--- config.mk ---
export PLATFORM = sky130hd
export DESIGN_NAME = rv32im_muldiv
export DESIGN_NICKNAME = d
export VERILOG_FILES = /design/src/rtl/rv32im_md_pkg.sv /design/src/rtl/rv32im_div_core.sv /design/src/rtl/rv32im_muldiv.sv
export SDC_FILE = /design/constraint.sdc
export NUM_CORES = 2
export LEC_CHECK = 0
export ABC_AREA = 0
export CAP_MARGIN = 40
export CORE_MARGIN = 4
export CORE_UTILIZATION = 60
export DETAILED_ROUTE_END_ITERATION = 8
export GPL_ROUTABILITY_DRIVEN = 1
export PLACE_DENSITY = 0.8
export SKIP_LAST_GASP = 1
export SYNTH_ARGS = -nofsm -noshare
export SYNTH_HDL_FRONTEND = slang
export SYNTH_SLANG_ARGS = --single-unit
--- constraint.sdc ---
create_clock -name clk -period 9.4 [get_ports clk]
set_input_delay 2.82 -clock clk [delete_from_list [all_inputs] [get_ports clk]]
set_output_delay 2.82 -clock clk [all_outputs]
set_load 0.005 [all_outputs]
--- src/rtl/rv32im_md_pkg.sv ---
// Shared types for the RV32IM multiply/divide unit: opcode encoding (funct3),
// FSM states and a helper that picks operand signedness for the multiplier.
package rv32im_md_pkg;

    typedef enum logic [2:0] {
        MD_MUL    = 3'b000,
        MD_MULH   = 3'b001,
        MD_MULHSU = 3'b010,
        MD_MULHU  = 3'b011,
        MD_DIV    = 3'b100,
        MD_DIVU   = 3'b101,
        MD_REM    = 3'b110,
        MD_REMU   = 3'b111
    } md_op_t;

    typedef enum logic [2:0] {
        ST_IDLE = 3'd0,
        ST_MUL  = 3'd1,
        ST_DIV  = 3'd2,
        ST_FIX  = 3'd3,
        ST_DONE = 3'd4
    } md_state_t;

    // Returns {rs1_signed, rs2_signed} for the multiply ops.
    function automatic logic [1:0] md_mul_signs(input logic [2:0] op);
        logic [1:0] s;
        s = 2'b00;
        case (md_op_t'(op))
            MD_MULH:   s = 2'b11;
            MD_MULHSU: s = 2'b10;
            default:   s = 2'b00;
        endcase
        return s;
    endfunction

endpackage

--- src/rtl/rv32im_div_core.sv ---
// Iterative restoring divider on unsigned magnitudes, one quotient bit per cycle.
// o_done is high during the final iteration, so results are stable the cycle after.
module rv32im_div_core #(
    parameter int WIDTH = 32
) (
    input  logic             clk,
    input  logic             rst,
    input  logic             i_start,
    input  logic             i_abort,
    input  logic [WIDTH-1:0] i_dividend,
    input  logic [WIDTH-1:0] i_divisor,
    output logic             o_busy,
    output logic             o_done,
    output logic [WIDTH-1:0] o_quot,
    output logic [WIDTH-1:0] o_rem
);

    localparam int CW = $clog2(WIDTH + 1);

    logic [CW-1:0]    r_cnt;
    logic             r_run;
    logic [WIDTH:0]   r_rem;
    logic [WIDTH-1:0] r_quot;
    logic [WIDTH-1:0] r_div;

    logic [WIDTH:0]   w_diff;
    logic             w_qbit;
    logic [WIDTH-1:0] w_rem_new;

    // r_rem holds the partial remainder already shifted with the next dividend bit.
    assign w_diff    = r_rem - {1'b0, r_div};
    assign w_qbit    = ~w_diff[WIDTH];
    assign w_rem_new = w_qbit ? w_diff[WIDTH-1:0] : r_rem[WIDTH-1:0];

    always_ff @(posedge clk or negedge rst) begin
        if (!rst) begin
            r_cnt  <= '0;
            r_run  <= 1'b0;
            r_rem  <= '0;
            r_quot <= '0;
            r_div  <= '0;
        end else if (i_abort) begin
            r_cnt <= '0;
            r_run <= 1'b0;
        end else if (i_start) begin
            r_cnt  <= CW'(WIDTH);
            r_run  <= 1'b1;
            r_div  <= i_divisor;
            r_rem  <= {{WIDTH{1'b0}}, i_dividend[WIDTH-1]};
            r_quot <= {i_dividend[WIDTH-2:0], 1'b0};
        end else if (r_run) begin
            r_rem  <= {w_rem_new, r_quot[WIDTH-1]};
            r_quot <= {r_quot[WIDTH-2:0], w_qbit};
            r_cnt  <= r_cnt - CW'(1);
            if (r_cnt == CW'(1)) begin
                r_run <= 1'b0;
            end
        end
    end

    assign o_busy = r_run;
    assign o_done = r_run && (r_cnt == CW'(1));
    assign o_quot = r_quot;
    // Bit 0 is the unused dividend slot shifted in by the last iteration.
    assign o_rem  = r_rem[WIDTH:1];

endmodule

--- src/rtl/rv32im_muldiv.sv ---
// RV32IM M-extension execute unit: fixed-latency multiply, iterative divide.
// Optional last-divide result cache enabled by defining RV32IM_MD_FUSE_EN.
module rv32im_muldiv
    import rv32im_md_pkg::*;
#(
    parameter int WIDTH       = 32,
    parameter int MUL_LATENCY = 2,
    parameter int TAG_W       = 5
) (
    input  logic             clk,
    input  logic             rst,
    input  logic             i_valid,
    output logic             o_ready,
    input  logic [2:0]       i_md_op,
    input  logic [WIDTH-1:0] i_rs1_data,
    input  logic [WIDTH-1:0] i_rs2_data,
    input  logic [TAG_W-1:0] i_tag,
    input  logic             i_flush,
    output logic             o_valid,
    input  logic             i_ready,
    output logic [WIDTH-1:0] o_result,
    output logic [TAG_W-1:0] o_tag,
    output logic             o_busy
);

    localparam int MCW       = (MUL_LATENCY > 1) ? $clog2(MUL_LATENCY) : 1;
    localparam int MCNT_INIT = (MUL_LATENCY >= 2) ? (MUL_LATENCY - 2) : 0;
    localparam logic [WIDTH-1:0] MOST_NEG = {1'b1, {(WIDTH-1){1'b0}}};

    md_state_t        r_state, w_state_next;
    logic [2:0]       r_op, w_op_next;
    logic [WIDTH-1:0] r_a, w_a_next;
    logic [WIDTH-1:0] r_b, w_b_next;
    logic [TAG_W-1:0] r_tag, w_tag_next;
    logic [WIDTH-1:0] r_result, w_result_next;
    logic [MCW-1:0]   r_mcnt, w_mcnt_next;
    logic             r_neg_q, w_neg_q_next;
    logic             r_neg_r, w_neg_r_next;

    logic             w_accept;
    logic             w_sdiv_in;
    logic             w_a_neg, w_b_neg;
    logic [WIDTH-1:0] w_a_mag, w_b_mag;
    logic             w_div_by0, w_div_ovf, w_div_special;
    logic [WIDTH-1:0] w_special_res;
    logic             w_fuse_hit;
    logic [WIDTH-1:0] w_fuse_res;
    logic             w_div_start, w_div_busy, w_div_done;
    logic [WIDTH-1:0] w_quot, w_rem, w_quot_fix, w_rem_fix;

    logic [2:0]         w_mul_op;
    logic [WIDTH-1:0]   w_mul_a, w_mul_b;
    logic [1:0]         w_mul_sgn;
    logic [2*WIDTH-1:0] w_mul_a_ext, w_mul_b_ext, w_prod;
    logic [WIDTH-1:0]   w_mul_res;

    assign w_accept = i_valid && (r_state == ST_IDLE) && !i_flush;

    // Signed divide ops are DIV/REM (funct3 bit 0 clear).
    assign w_sdiv_in = ~i_md_op[0];
    assign w_a_neg   = w_sdiv_in & i_rs1_data[WIDTH-1];
    assign w_b_neg   = w_sdiv_in & i_rs2_data[WIDTH-1];
    assign w_a_mag   = w_a_neg ? -i_rs1_data : i_rs1_data;
    assign w_b_mag   = w_b_neg ? -i_rs2_data : i_rs2_data;

    assign w_div_by0     = (i_rs2_data == '0);
    assign w_div_ovf     = w_sdiv_in && (i_rs1_data == MOST_NEG) && (i_rs2_data == '1);
    assign w_div_special = w_div_by0 || w_div_ovf;
    always_comb begin
        w_special_res = '0;
        if (w_div_by0) begin
            w_special_res = i_md_op[1] ? i_rs1_data : '1;
        end else begin
            w_special_res = i_md_op[1] ? '0 : i_rs1_data;
        end
    end

    // One multiplier: fed straight from the inputs on accept, otherwise from latched operands.
    assign w_mul_op    = (r_state == ST_IDLE) ? i_md_op    : r_op;
    assign w_mul_a     = (r_state == ST_IDLE) ? i_rs1_data : r_a;
    assign w_mul_b     = (r_state == ST_IDLE) ? i_rs2_data : r_b;
    assign w_mul_sgn   = md_mul_signs(w_mul_op);
    assign w_mul_a_ext = {{WIDTH{w_mul_sgn[1] & w_mul_a[WIDTH-1]}}, w_mul_a};
    assign w_mul_b_ext = {{WIDTH{w_mul_sgn[0] & w_mul_b[WIDTH-1]}}, w_mul_b};
    assign w_prod      = w_mul_a_ext * w_mul_b_ext;
    assign w_mul_res   = (w_mul_op[1:0] == 2'b00) ? w_prod[WIDTH-1:0] : w_prod[2*WIDTH-1:WIDTH];

    assign w_quot_fix = r_neg_q ? -w_quot : w_quot;
    assign w_rem_fix  = r_neg_r ? -w_rem  : w_rem;

    rv32im_div_core #(
        .WIDTH(WIDTH)
    ) u_div_core (
        .clk        (clk),
        .rst        (rst),
        .i_start    (w_div_start),
        .i_abort    (i_flush),
        .i_dividend (w_a_mag),
        .i_divisor  (w_b_mag),
        .o_busy     (w_div_busy),
        .o_done     (w_div_done),
        .o_quot     (w_quot),
        .o_rem      (w_rem)
    );

`ifdef RV32IM_MD_FUSE_EN
    logic             r_fc_valid;
    logic             r_fc_signed;
    logic [WIDTH-1:0] r_fc_a, r_fc_b, r_fc_q, r_fc_r;

    always_ff @(posedge clk or negedge rst) begin
        if (!rst) begin
            r_fc_valid  <= 1'b0;
            r_fc_signed <= 1'b0;
            r_fc_a      <= '0;
            r_fc_b      <= '0;
            r_fc_q      <= '0;
            r_fc_r      <= '0;
        end else if (i_flush) begin
            r_fc_valid <= 1'b0;
        end else if (r_state == ST_FIX) begin
            r_fc_valid  <= 1'b1;
            r_fc_signed <= ~r_op[0];
            r_fc_a      <= r_a;
            r_fc_b      <= r_b;
            r_fc_q      <= w_quot_fix;
            r_fc_r      <= w_rem_fix;
        end
    end

    assign w_fuse_hit = r_fc_valid && (r_fc_a == i_rs1_data) && (r_fc_b == i_rs2_data)
                        && (r_fc_signed == w_sdiv_in);
    assign w_fuse_res = i_md_op[1] ? r_fc_r : r_fc_q;
`else
    assign w_fuse_hit = 1'b0;
    assign w_fuse_res = '0;
`endif

    always_comb begin
        w_state_next  = r_state;
        w_op_next     = r_op;
        w_a_next      = r_a;
        w_b_next      = r_b;
        w_tag_next    = r_tag;
        w_result_next = r_result;
        w_mcnt_next   = r_mcnt;
        w_neg_q_next  = r_neg_q;
        w_neg_r_next  = r_neg_r;
        w_div_start   = 1'b0;

        case (r_state)
            ST_IDLE: begin
                if (w_accept) begin
                    w_op_next    = i_md_op;
                    w_a_next     = i_rs1_data;
                    w_b_next     = i_rs2_data;
                    w_tag_next   = i_tag;
                    w_neg_q_next = w_a_neg ^ w_b_neg;
                    w_neg_r_next = w_a_neg;
                    if (!i_md_op[2]) begin
                        if (MUL_LATENCY == 1) begin
                            w_result_next = w_mul_res;
                            w_state_next  = ST_DONE;
                        end else begin
                            w_mcnt_next  = MCW'(MCNT_INIT);
                            w_state_next = ST_MUL;
                        end
                    end else if (w_div_special) begin
                        w_result_next = w_special_res;
                        w_state_next  = ST_DONE;
                    end else if (w_fuse_hit) begin
                        w_result_next = w_fuse_res;
                        w_state_next  = ST_DONE;
                    end else begin
                        w_div_start  = 1'b1;
                        w_state_next = ST_DIV;
                    end
                end
            end
            ST_MUL: begin
                if (r_mcnt == '0) begin
                    w_result_next = w_mul_res;
                    w_state_next  = ST_DONE;
                end else begin
                    w_mcnt_next = r_mcnt - MCW'(1);
                end
            end
            ST_DIV: begin
                if (w_div_done) begin
                    w_state_next = ST_FIX;
                end
            end
            ST_FIX: begin
                w_result_next = r_op[1] ? w_rem_fix : w_quot_fix;
                w_state_next  = ST_DONE;
            end
            ST_DONE: begin
                if (i_ready) begin
                    w_state_next = ST_IDLE;
                end
            end
            default: w_state_next = ST_IDLE;
        endcase

        if (i_flush) begin
            w_state_next = ST_IDLE;
        end
    end

    always_ff @(posedge clk or negedge rst) begin
        if (!rst) begin
            r_state  <= ST_IDLE;
            r_op     <= '0;
            r_a      <= '0;
            r_b      <= '0;
            r_tag    <= '0;
            r_result <= '0;
            r_mcnt   <= '0;
            r_neg_q  <= 1'b0;
            r_neg_r  <= 1'b0;
        end else begin
            r_state  <= w_state_next;
            r_op     <= w_op_next;
            r_a      <= w_a_next;
            r_b      <= w_b_next;
            r_tag    <= w_tag_next;
            r_result <= w_result_next;
            r_mcnt   <= w_mcnt_next;
            r_neg_q  <= w_neg_q_next;
            r_neg_r  <= w_neg_r_next;
        end
    end

    assign o_ready  = (r_state == ST_IDLE);
    assign o_busy   = (r_state != ST_IDLE) || w_div_busy;
    assign o_valid  = (r_state == ST_DONE);
    assign o_result = r_result;
    assign o_tag    = r_tag;

endmodule
# --- Word-level counts from Yosys, hierarchy flattened ---
# Cells that the tools add are included.
op_classes:
  n_addsub: 7
  mul: 1
  n_eq_ne: 18
  muxes: 46
  n_bitwise: 8
  n_reduce_logical: 22
ops:
  columns: ["cell", "count"]
  rows:
  - ["$mux W32", 18]
  - ["$neg A32 Y32", 4]
  - ["$pmux W32 S3", 1]
  - ["$mux W33", 2]
  - ["$eq A32 B32 Y1 const B", 2]
  - ["$mul A33 B33 Y64", 1]
  - ["$sub A33 B32 Y33", 1]
  - ["$logic_not A32 Y1", 1]
  - ["$mux W3", 8]
  - ["$mux W6", 3]
  - ["$pmux W3 S5", 1]
  - ["$mux W1", 11]
  - ["$eq A3 B2 Y1 const B", 3]
  - ["$reduce_bool A3 Y1", 3]
  - ["$eq A3 B1 Y1 const B", 2]
  - ["$eq A6 B1 Y1 const B", 1]
  - ["$ne A2 B1 Y1 const B", 3]
  - ["$ne A3 B2 Y1 const B", 2]
  - ["$reduce_and A2 Y1", 3]
  - ["$sub A6 B1 Y6 const B", 1]
  - ["$logic_and A1 B1 Y1", 5]
  - ["$reduce_and A5 Y1", 1]
  - ["$and A1 B1 Y1", 4]
  - ["$ne A2 B2 Y1 const B", 2]
  - ["15 further kinds", 19]
totals:
  ff_bits: 214
  input_bits: 77
  wordCells: 116

# --- Longest topological paths before layout ---
logic_depth:
  ltp_word: 10
  ltp_mapped: 36
  depth_no_buf: 32

# --- By module ---
# Synthesis repeated with hierarchy kept, for this count alone.
unflattened:
  hier_cells: 6188
  hier_area_um2: 53334.9
by_module_without_submodules:
  columns: ["module", "instances", "cells_each", "area_per_inst_um2", "seq_area_each_um2"]
  rows:
  - ["rv32im_muldiv", 1, 5451, 46752.3, 2727.6]
  - ["rv32im_div_core", 1, 737, 6582.6, 2602.5]

# --- Least setup slack after synthesis ---
# Ideal clock, no wire load.
synth_timing:
  path_kind: "input -> register"
  from: "input i_md_op[0]"
  to: "register r_result[31] (netlist: o_result[31])"
  setup_ps: 87
  t_arrival_ps: 11119
  setup_slack_ps: -1806
  stages: 32
  n_path_buf: 3
  cell_sequence: "clkbuf_1 xnor2_1 nor3_1 nor2_1 nor2_1 clkbuf_1 nand2_1 fa_1 fa_1 inv_1 fa_1 inv_1 fa_1 inv_1 fa_1 fa_1 inv_1 fa_1 fa_1 inv_1 ha_1 clkbuf_1 a21o_1 a21oi_1 o21bai_1 a21o_1 a21o_1 a21o_1 a21oi_1 o21ai_0 or4_1 o211ai_1"
synth_between:
  elab_chain_cells: 8
  elab_cells_between_ends: 17
  classes_between: "1 x mul; 3 x eq/ne; 5 x mux; 3 x bitwise; 5 x reduce/logical"
synth_lines:
  columns: ["element", "line_no", "rtl"]
  rows:
  - ["start, declared", "rv32im_muldiv.sv:14", "input logic [2:0] i_md_op,"]
  - ["$mux W3", "rv32im_muldiv.sv:79", "assign w_mul_op = (r_state == ST_IDLE) ? i_md_op : r_op;"]
  - ["$eq A3 B2 Y1 / $eq A3 B1 Y1 (equally long branches)", "rv32im_md_pkg.sv:28", "case (md_op_t'(op))"]
  - ["$pmux W2 S2", "rv32im_md_pkg.sv:28", null]
  - ["$and A1 B1 Y1 (on tied branches)", "rv32im_muldiv.sv:83, rv32im_muldiv.sv:84", null]
  - ["$mul A33 B33 Y64", "rv32im_muldiv.sv:85", "assign w_prod = w_mul_a_ext * w_mul_b_ext;"]
  - ["$mux W32", "rv32im_muldiv.sv:86", "assign w_mul_res = (w_mul_op[1:0] == 2'b00) ? w_prod[WIDTH-1:0] : w_prod[2*WIDTH-1:WIDTH];"]
  - ["$mux W32", "rv32im_muldiv.sv:181", "if (r_mcnt == '0) begin"]
  - ["$pmux W32 S3", "rv32im_muldiv.sv:151", "case (r_state)"]
  - ["end signal, assigned", "rv32im_muldiv.sv:227", "r_result <= w_result_next;"]
  - ["end, declared", "rv32im_muldiv.sv:35", "logic [WIDTH-1:0] r_result, w_result_next;"]
# Parallel ways exist; a longest one is shown, timed or not. The select of a mux whose other input is x is not followed.
# A chain may end at the register's enable or synchronous reset.

# --- Final worst setup path ---
layout_timing:
  from: "input i_md_op[0]"
  to: "register r_result[26] (netlist: o_result[26])"
# Same word-level chain as after synthesis.

==> impl_metrics.yaml <==
outcome:
  status: "finished with violations"
  violations: "setup timing"
synth:
  avgSynthCellArea_um2: 8.408
  synthTopCellsByArea: "fa_1 (43%), dfrtp_1 (10%), nand2_1 (9.4%)"
  yosysTopAreaCell: "fa_1"
  synth_seq_cells: 213
  synth_area_um2: 52820
  synth_cells: 6282
  synth-main-ff-cell: "dfrtp_1"
  ys_warn_count: 0
  synth_edf_count: 0
  synth-seq-area-share: 0.1009
  synth-async-reset-ratio: 1.000
  synth_nets: 7736
  yosysUniqueCellTypes: 83
  yosys.area.top_type_share: 0.4268
route:
  first_pass_iters: 9
  drt-met1-wl_um: 67420
  routed-wl-met3_um: 24750
  detail-route-antenna-nets: 0
  drt_wl_total_um: 204300
  drt_iter0_drc: 5547
  viasPerCell: 5.975
  wl_met2_um: 89580
  post_drt_wl_per_cell_um: 24.77
  top_layer_used: "met5"
  route.detailed.drc: 0
  vias: 49271
worst_setup_path:
  critical_path.top_delay_family: "adder cells"
  cp.depth: 34
  critPathMaxFanout: 5
  cp_common_cell: "fa_1"
  slowest_stage: "fa_1"
  worst-r2r-setup-slack_ps: -190
  cp-start-kind: "primary input"
  slowest_delay_ps: 630
  crit_arrival_ps: 10760
  crit_type: "primary input to flip-flop"
  cp-startpoint: "i_md_op[0]"
  endpoint_kind: "flip-flop"
  r2r_cells: 31
  r2r-start: "r_state[0]"
  crit_required_ps: 9830
  critPathBufInv: 11
  timing.rr.end: "o_result[26]"
cells_and_area:
  layout-drive-gt1-share: 0.2057
  area_growth_syn_to_layout_pct: 25.98
  multi_input_area_um2: 43290
  ff_latch_area_um2: 5331
  layout.nets: 8520
  nFillCells: 5748
floorplan:
  io_pins: 117
  rows: 108
  coreArea_um2: 87020
  die_w_um: 304.7
  initial_core_util: 0.6070
  die-area_um2: 92840
  dieHeight_um: 304.7
min_path:
  worstHoldPathCells: 2
  hp-start: "r_b[22]"
  holdPathEnd: "r_b[22]"
  hold_class: "flip-flop to flip-flop"
clocking:
  cts.sinks: 213
  htree_levels: 1
  clock-root-buffer: "clkbuf_16"
  clkSlewWorstSetupHoldPaths_ps: 60
  worstSkewPairLatency_ps: 560
  cts_tree: "built"
  cts_hold_buf: 0
  cts_buffer_depth: 3
  cts_buffers: 24
timing:
  rsz0062_at_grt: "true"
  fmax_mhz: 96.84
  setup_ws_ps: -926.8
  finalSetupViolations: 32
  hold_viol: 0
  layout_min_cycle_time_ps: 10330
  slew_viol_final: 0
  fin_crit_sh: 1.099
  tightest_slew_ps: 1081
  maxSlewHeadroom: 0.2751
  clock_skew_ps: 37.75
global_routing:
  track_usage: 0.4424
  antenna_found_initial: 9
  grt_pass1_wl_um: 310600
  grt_max_degree: 89
  grt_pass1_vias: 52747
  grt.overflow.total: 0
placed_design:
  dpl_worst_slack_ps: -2045
  io_buffer_count: 116
  gp_congestion: 1.039
  dp_hpwl_um: 157700
run:
  max-cap-violations: 0
==> worst max path at each step <==
| stage | end | slack, ps |
|---|---|---|
| 2_1_floorplan | o_result[31] | -1250 |
| 3_3_place_gp | o_result[28] | -1910 |
| 3_5_place_dp | o_result[20] | -2040 |
| 4_1_cts | o_result[28] | -770 |
| 5_1_grt | o_result[26] | -1140 |
| 6_report | o_result[26] | -930 |
==> worst register-to-register path: cells and delay by family (launching register included) <==
| family | cells | cell delay, ps |
|---|---|---|
| adder cells (fa/ha/maj) | 9 | 4250 |
| AND/OR/NAND/NOR | 8 | 2460 |
| buffers and inverters | 9 | 1430 |
| AO/OA/AOI/OAI | 4 | 750 |
| flip-flops | 1 | 450 |
| XOR/XNOR | 1 | 120 |
==> flip-flops by register name, indices dropped and copies added, names as in the netlist <==
register           count
o_result              32
o_tag                  5
r_a                   32
r_b                   32
r_neg_q                1
r_neg_r                1
r_op                   3
r_state                3
u_div_core.o_busy      1
u_div_core.o_quot     32
u_div_core.r_cnt       6
u_div_core.r_div      32
u_div_core.r_rem      33
==> placed cells by master (no fill, tap or decap), drive strengths merged, types with 10 or more instances in the layout <==
master / Yosys / layout
a211oi: 27 / 27
a21o: 44 / 44
a21oi: 214 / 214
a221oi: 16 / 16
a31oi: 17 / 17
and2: 38 / 38
buf: 47 / 1008
clkbuf: 300 / 33
clkdlybuf4s15: 0 / 24
clkdlybuf4s50: 0 / 48
clkinv: 1 / 10
dfrtp: 213 / 213
dlygate4sd2: 0 / 17
fa: 1126 / 1126
ha: 251 / 251
inv: 1238 / 1235
maj3: 28 / 28
mux2i: 83 / 83
nand2: 1318 / 1318
nand2b: 25 / 25
nand3: 29 / 29
nand4: 38 / 38
nor2: 505 / 505
nor2b: 14 / 14
nor3: 39 / 39
nor4: 19 / 19
o211ai: 12 / 12
o21a: 13 / 13
o21ai: 210 / 210
o21bai: 12 / 12
o31ai: 36 / 36
o41ai: 19 / 19
or3: 17 / 17
or4: 15 / 15
xnor2: 133 / 133
xor2: 85 / 85
==> metrics by stage <==
step / TNS (ps) / cells / area (um^2) / hold slack [ps] / utilization
global placement: -53210 / 8003 / 61970 / 457.5 / 0.7122
detailed placement: -56170 / 8009 / 62060 / 462.2 / 0.7131
floorplan: -12340 / 6282 / 53860 / 445.4 / -
finish: -18900 / 8246 / 66540 / 480.8 / 0.7646
CTS: -14250 / 8210 / 66040 / 478.0 / 0.7589
global route: -24840 / 8241 / 66530 / 496.2 / 0.7645
==> logic make-up (layout without fill, tap and decap cells) <==
group / Yosys count / count (layout) / share of synthesized area
AND/OR/NAND/NOR: 2086 / 2086 / 0.1608
adder cells (fa/ha/maj): 1405 / 1405 / 0.4915
flip-flops: 213 / 213 / 0.1009
buffers and inverters: 1586 / 2388 / 0.1137
XOR/XNOR: 218 / 218 / 0.03650
AO/OA/AOI/OAI: 690 / 690 / 0.08059
other: 0 / 7 / 0
multiplexers: 84 / 84 / 0.01594
==> cell usage after synthesis, types with 36 or more instances <==
cell type and instances:
ha_1 251, nand4_1 38, and2_1 38, xnor2_1 133, nor3_1 36, nand2_1 1317
a21oi_1 214, clkbuf_1 299, dfrtp_1 213, o21ai_0 204, xor2_1 84, nor2_1 505
fa_1 1126, mux2i_1 83, inv_1 1237, o31ai_1 36, a21o_1 44
==> area by class of cell <==
class	instances	area share
multi-input cells	4483	0.6505
repair buffers	1105	0.1651
flip-flops and latches	213	0.08012
inverters	1239	0.07014
well taps	1155	0.02172
clock buffers	32	0.01010
clock inverters	12	0.002068
diodes	7	0.0002633
==> timing repair <==
action	in CTS	in global routing
gates cloned	20	0
setup endpoints to repair	32	32
gates resized for setup	546	78
pin swaps	220	103
setup buffers	142	33
==> routing by layer <==
layer,GRT usage,up-vias
li1,-,20545
met1,0.5227,24256
met2,0.6735,3361
met3,0.1270,1107
met4,0.3666,2
met5,0,-
Power is left out: the tool's default activity adds up to more than one toggle a clock period on the data nets, which glitch-free logic cannot reach.
